[src/rtl/opram_pkg.sv]
// rtl/opram_pkg.sv - shared types and default constants for the op RAM sequencer
//
// Purpose: FSM state enum plus the default opcode width, address width and
//          halt opcode used as parameter defaults by opram_seq and opram_sdp.
// Ports:   none (package)
package opram_pkg;

   typedef enum logic {
      IDLE = 1'b0,
      RUN  = 1'b1
   } state_e;

   localparam int         DATA_W_DEF  = 8;
   localparam int         ADDR_W_DEF  = 3;
   localparam logic [7:0] HALT_OP_DEF = 8'hFF;

endpackage

[src/rtl/opram_sdp.sv]
// rtl/opram_sdp.sv - simple dual-port synchronous RAM with write-first bypass
//
// Purpose: DATA_W x 2**ADDR_W storage, one write port and one enabled read
//          port with a registered read data output.
// Ports:   clk, rst (sync active-high, clears only the read register),
//          we/waddr/wdata (write port), re/raddr (read port),
//          rdata (registered read data, holds when re is low).
module opram_sdp
   import opram_pkg::*;
#(
   parameter int DATA_W = DATA_W_DEF,
   parameter int ADDR_W = ADDR_W_DEF
) (
   input  logic              clk,
   input  logic              rst,
   input  logic              we,
   input  logic [ADDR_W-1:0] waddr,
   input  logic [DATA_W-1:0] wdata,
   input  logic              re,
   input  logic [ADDR_W-1:0] raddr,
   output logic [DATA_W-1:0] rdata
);

   localparam int DEPTH = 1 << ADDR_W;

   logic [DATA_W-1:0] mem [DEPTH];
   logic [DATA_W-1:0] rdata_q, rdata_d;

   // Storage is deliberately not reset; a write in a reset cycle still lands.
   always_ff @(posedge clk) begin
      if (we) begin
         mem[waddr] <= wdata;
      end
   end

   // Write-first: a same-cycle write to the read address is forwarded.
   always_comb begin
      rdata_d = rdata_q;
      if (re) begin
         if (we && (waddr == raddr)) begin
            rdata_d = wdata;
         end else begin
            rdata_d = mem[raddr];
         end
      end
   end

   always_ff @(posedge clk) begin
      if (rst) begin
         rdata_q <= '0;
      end else begin
         rdata_q <= rdata_d;
      end
   end

   assign rdata = rdata_q;

endmodule

[src/rtl/opram_seq.sv]
// rtl/opram_seq.sv - program-counter driven opcode sequencer over an op RAM
//
// Purpose: streams stored opcodes out under a program counter with a stall
//          input, stopping once the halt opcode has been accepted.
// Ports:   clk, rst (sync active-high)
//          write/waddr/writeop - host write port, usable in any state
//          start/start_addr    - begin a run from start_addr (IDLE only)
//          stall               - decoder not ready; freezes the op side
//          op/op_valid/op_pc   - current opcode, its valid flag and address
//          busy                - high while running
//          pc                  - next fetch address
module opram_seq
   import opram_pkg::*;
#(
   parameter int              DATA_W  = DATA_W_DEF,
   parameter int              ADDR_W  = ADDR_W_DEF,
   parameter logic [DATA_W-1:0] HALT_OP = DATA_W'(HALT_OP_DEF)
) (
   input  logic              clk,
   input  logic              rst,
   input  logic              write,
   input  logic [ADDR_W-1:0] waddr,
   input  logic [DATA_W-1:0] writeop,
   input  logic              start,
   input  logic [ADDR_W-1:0] start_addr,
   input  logic              stall,
   output logic [DATA_W-1:0] op,
   output logic              op_valid,
   output logic [ADDR_W-1:0] op_pc,
   output logic              busy,
   output logic [ADDR_W-1:0] pc
);

   state_e            state_q, state_d;
   logic [ADDR_W-1:0] pc_q, pc_d;
   logic [ADDR_W-1:0] op_pc_q, op_pc_d;
   logic              op_valid_q, op_valid_d;
   logic              rd_en;
   logic              halt_seen;
   logic              halt_acc;

   opram_sdp #(
      .DATA_W (DATA_W),
      .ADDR_W (ADDR_W)
   ) u_ram (
      .clk   (clk),
      .rst   (rst),
      .we    (write),
      .waddr (waddr),
      .wdata (writeop),
      .re    (rd_en),
      .raddr (pc_q),
      .rdata (op)
   );

   // State register
   always_ff @(posedge clk) begin
      if (rst) begin
         state_q <= IDLE;
      end else begin
         state_q <= state_d;
      end
   end

   // Next-state logic; stall freezes the FSM, including a pending start.
   always_comb begin
      state_d = state_q;
      case (state_q)
         IDLE: if (start && !stall) state_d = RUN;
         RUN:  if (halt_acc)        state_d = IDLE;
         default: state_d = IDLE;
      endcase
   end

   // Output / control decode. A valid halt op blocks further fetches so the
   // pc stays parked one past the halt address.
   always_comb begin
      busy      = (state_q == RUN);
      halt_seen = op_valid_q && (op == HALT_OP);
      halt_acc  = halt_seen && !stall;
      rd_en     = busy && !stall && !halt_seen;
   end

   // Datapath next values
   always_comb begin
      pc_d       = pc_q;
      op_pc_d    = op_pc_q;
      op_valid_d = op_valid_q;
      if ((state_q == IDLE) && start && !stall) begin
         pc_d = start_addr;
      end
      if (rd_en) begin
         pc_d       = pc_q + ADDR_W'(1);
         op_pc_d    = pc_q;
         op_valid_d = 1'b1;
      end else if (op_valid_q && !stall) begin
         // accepted with nothing new behind it
         op_valid_d = 1'b0;
      end
   end

   always_ff @(posedge clk) begin
      if (rst) begin
         pc_q       <= '0;
         op_pc_q    <= '0;
         op_valid_q <= 1'b0;
      end else begin
         pc_q       <= pc_d;
         op_pc_q    <= op_pc_d;
         op_valid_q <= op_valid_d;
      end
   end

   assign op_valid = op_valid_q;
   assign op_pc    = op_pc_q;
   assign pc       = pc_q;

endmodule

[config.mk]
export PLATFORM = sky130hd
export DESIGN_NAME = opram_seq
export DESIGN_NICKNAME = d
export VERILOG_FILES = /design/src/rtl/opram_pkg.sv /design/src/rtl/opram_sdp.sv /design/src/rtl/opram_seq.sv
export SDC_FILE = /design/constraint.sdc
export NUM_CORES = 1
export LEC_CHECK = 0
export ABC_AREA = 0
export BUFFER_PORTS_ARGS = -buffer_cell sky130_fd_sc_hd__buf_2
export CAP_MARGIN = 20
export CORE_MARGIN = 2
export CORE_UTILIZATION = 45
export CTS_CLUSTER_DIAMETER = 150
export DETAILED_ROUTE_END_ITERATION = 6
export GPL_TIMING_DRIVEN = 1
export PLACE_DENSITY = 0.64
export SYNTH_ARGS = -nofsm -noshare
export SYNTH_HDL_FRONTEND = slang
export SYNTH_SLANG_ARGS = --single-unit
export TNS_END_PERCENT = 50
[constraint.sdc]
create_clock -name clk -period 1.7 [get_ports clk]
set_input_delay 0.17 -clock clk [delete_from_list [all_inputs] [get_ports clk]]
set_output_delay 0.17 -clock clk [all_outputs]
set_load 0.03 [all_outputs]
==> flow_summary.yaml <==
place:
  detailed_place_hpwl_um: 4918
  routabilityCongestion: 0.8106
  numPortBuffers: 34
  dp.cells: 364
setup_path:
  ff2ff_path_depth: 6
  crit_type: "reg -> reg"
  worstPathMaxFanout: 10
  cp-start-kind: "flop"
  crit_buf_inv: 2
  critPathMaxStageDelay_ns: 0.37
  required_ns: 1.94
  cp.arrival_ns: 1.88
  worst-r2r-setup-slack_ns: 0.06
  worstSetupStartpoint: "pc[0]"
  r2r-end: "u_ram.rdata[7]"
  r2r-start: "pc[0]"
  endpoint_kind: "flop"
  worst_path_max_delay_cell: "dfxtp_4"
  critical_path.top_delay_family: "flip-flops"
  path_cells: "buf_12 -> xnor2_1 -> and4_2 -> buf_12 -> a2111oi_2 -> o41ai_1"
  crit_path_frequent_cell: "buf_12"
hold_path:
  min_to: "u_ram.mem[1][0]"
  hold_class: "in -> reg"
  min_from: "writeop[0]"
  whs_path_depth: 1
timing:
  timing.hold.ws_ns: 0.09911
  fin_crit_ns: 1.639
  setup-violations-final: 0
  fmaxAchievable_mhz: 610.2
  relSlewSlack_pct: 74.24
  maxSlewViolCount: 0
  clock_skew_ns: 0.008340
  tightest_slew_ns: 0.3835
  fin_crit_sh_pct: 96.40
  hold_viol_final: 0
  tns_ns: 0
  rsz0062_at_grt: "no"
grt:
  grt_pass1_vias: 1976
  overflow: 0
  grt_pass1_wl_um: 10710
  track_usage_pct: 19.36
  antenna_found_initial: 0
  grt_start_max_net_pins: 22
power_and_ir_drop:
  vdd_drop_max_uv: 333.0
  p_total_w: 0.003838
  power_density_nw_per_um2: 965.6
  p_leak_nw: 1.365
logic_synthesis:
  synth-seq-cells: 80
  synth_top_family_by_area: "multiplexers"
  syn_inst: 219
  synthXorXnorAreaFrac_pct: 0.7997
  synth_area_um2: 3286
  ys_types: 32
  yosysWarnings: 0
  synthSimpleGateAreaFrac_pct: 9.863
  syn_nets: 239
  synth-compound-area-share_pct: 8.149
  muxShareOfSynthArea_pct: 10.36
  synth-adder-area-share_pct: 0.3808
  yosysSeqAreaShare_pct: 68.24
  post_synth.cell_area_avg_um2: 15.00
final_layout:
  antenna_cells: 0
  final_cells: 384
  seq_area_um2: 2247
  multiInputGateArea_um2: 1022
  drive_gt1_share_pct: 32.98
  n_fill_cell: 578
  fin_util_pct: 55.40
  syn_to_final_growth_pct: 20.98
  nets: 300
clocking:
  cts.sinks: 80
  cts-hold-fix-buffers: 0
  cts_tree: "built"
  numCtsBuffers: 9
  clock_path_buffers: 2
  clk_pin_slew_ns: 0.08
  h-tree-depth: 3
  clock_latency_ns: 0.35
  cts_root_buf: "clkbuf_8"
floorplanning:
  coreArea_um2: 7176
  num_rows: 31
  die_w_um: 89.45
  initial_core_util_pct: 45.79
  die-area_um2: 8001
  io_pins: 35
  dieHeight_um: 89.45
route:
  vias: 2070
  dr.pass1.iters: 4
  ant_nets: 0
  vias_per_cell: 5.391
  route.detailed.drc: 0
  wire_per_inst_um: 18.94
  drt_first_iter_violations: 98
  wl_um: 7272
job:
  drv_cap: 0
status:
  status: "complete, no violations"
[cell type report]
class,instances,share of cell area [%]
multi-input cells,127,25.72
flip-flops and latches,80,56.53
well taps,99,3.116
repair buffers,62,10.51
clock inverters,6,0.9128
clock buffers,10,3.211
[flip-flops by register name, summed over array words and instances, names as in the netlist]
register / count
u_ram.mem: 64
u_ram.rdata: 8
op_pc: 3
pc: 3
busy: 1
op_valid: 1
[timing repair]
action | CTS | global route
endpoints found under the setup margin | 0 | 5
setup buffers | 0 | 4
resized for setup | 0 | 6
[layout by cell type (no fill, tap or decap), types with 2 or more instances in the layout]
cell type,instances
mux2i_1,16
mux4_2,8
nor3_1,7
a2111oi_4,3
nand2_1,17
buf_4,25
nand4_1,2
nand2b_1,4
o2111ai_1,3
o41ai_1,5
a21oi_1,9
a2111oi_2,2
buf_2,34
edfxtp_1,64
clkbuf_8,9
nand3_1,6
nor2_1,20
buf_12,3
xnor2_1,3
nand3b_1,6
clkinvlp_4,2
dfxtp_1,14
clkinv_1,2
a211oi_1,3
nor2b_1,2
[logic make-up after synthesis]
family / count (synthesis)
buf+inv: 12
compound gates: 32
simple gates: 67
mux: 24
fa+ha+maj: 1
xor+xnor: 3
flops: 80
[synthesized netlist by cell type]
cell       instances  area [um^2]
nand3b_1           6        45.04
buf_2              4        20.02
a2111oi_2          5        75.07
mux2i_1           16        160.2
a21o_1             1        7.510
or3b_2             1        8.760
o21a_1             1        7.510
nor2b_1            2        12.51
nand2b_1           4        25.02
clkbuf_1           4        15.01
nand2_1           17        63.81
xnor2_1            3        26.28
a31oi_1            1        6.260
nor3b_1            1        7.510
nand3_1            6        30.03
ha_1               1        12.51
a311oi_1           1        8.760
edfxtp_1          64         1922
nand4_1            2        12.51
buf_4              2        15.01
dfxtp_1           16        320.3
and4_1             1        8.760
o31a_1             1        8.760
o2111ai_1          3        26.28
nor2_1            20        75.07
mux4_2             8        180.2
a211oi_1           3        22.52
nor3_1             7        35.03
o41ai_1            6        52.55
buf_6              2        22.52
o31ai_1            1        7.510
a21oi_1            9        45.04
[per-stage QoR]
step	setup slack, ns	cell area [um^2]
6_report	0.06125	3975
5_1_grt	0.009771	3975
4_1_cts	0.03537	3896
3_5_place_dp	0.05053	3732
3_3_place_gp	0.07571	3732
2_1_floorplan	0.002303	3288
[power by group]
part	internal [W]	switching, W	total (W)
Sequential	0.00218	0.0000350	0.00221
Clock	0.000520	0.000664	0.00118
Combinational	0.000196	0.000244	0.000440
Total	0.00290	0.000943	0.00384
[worst max path at each step]
stage,to,depth (start not counted)
3_3_place_gp,u_ram.rdata[0],4
3_5_place_dp,u_ram.rdata[2],4
2_1_floorplan,u_ram.rdata[0],4
5_1_grt,u_ram.rdata[7],4
4_1_cts,u_ram.rdata[2],4
6_report,u_ram.rdata[7],6
[layer usage]
metal | GRT usage, % | vias up | part of all wire (%) | wire length (um)
li1 | - | 975 | - | -
met1 | 24.13 | 1027 | 44 | 3185
met2 | 32.32 | 55 | 51 | 3684
met3 | 3.693 | 13 | 3.6 | 262
met4 | 9.634 | 0 | 1.9 | 139
met5 | 0 | - | 0 | 0
Note: power is estimated with default switching activity, not from simulation.
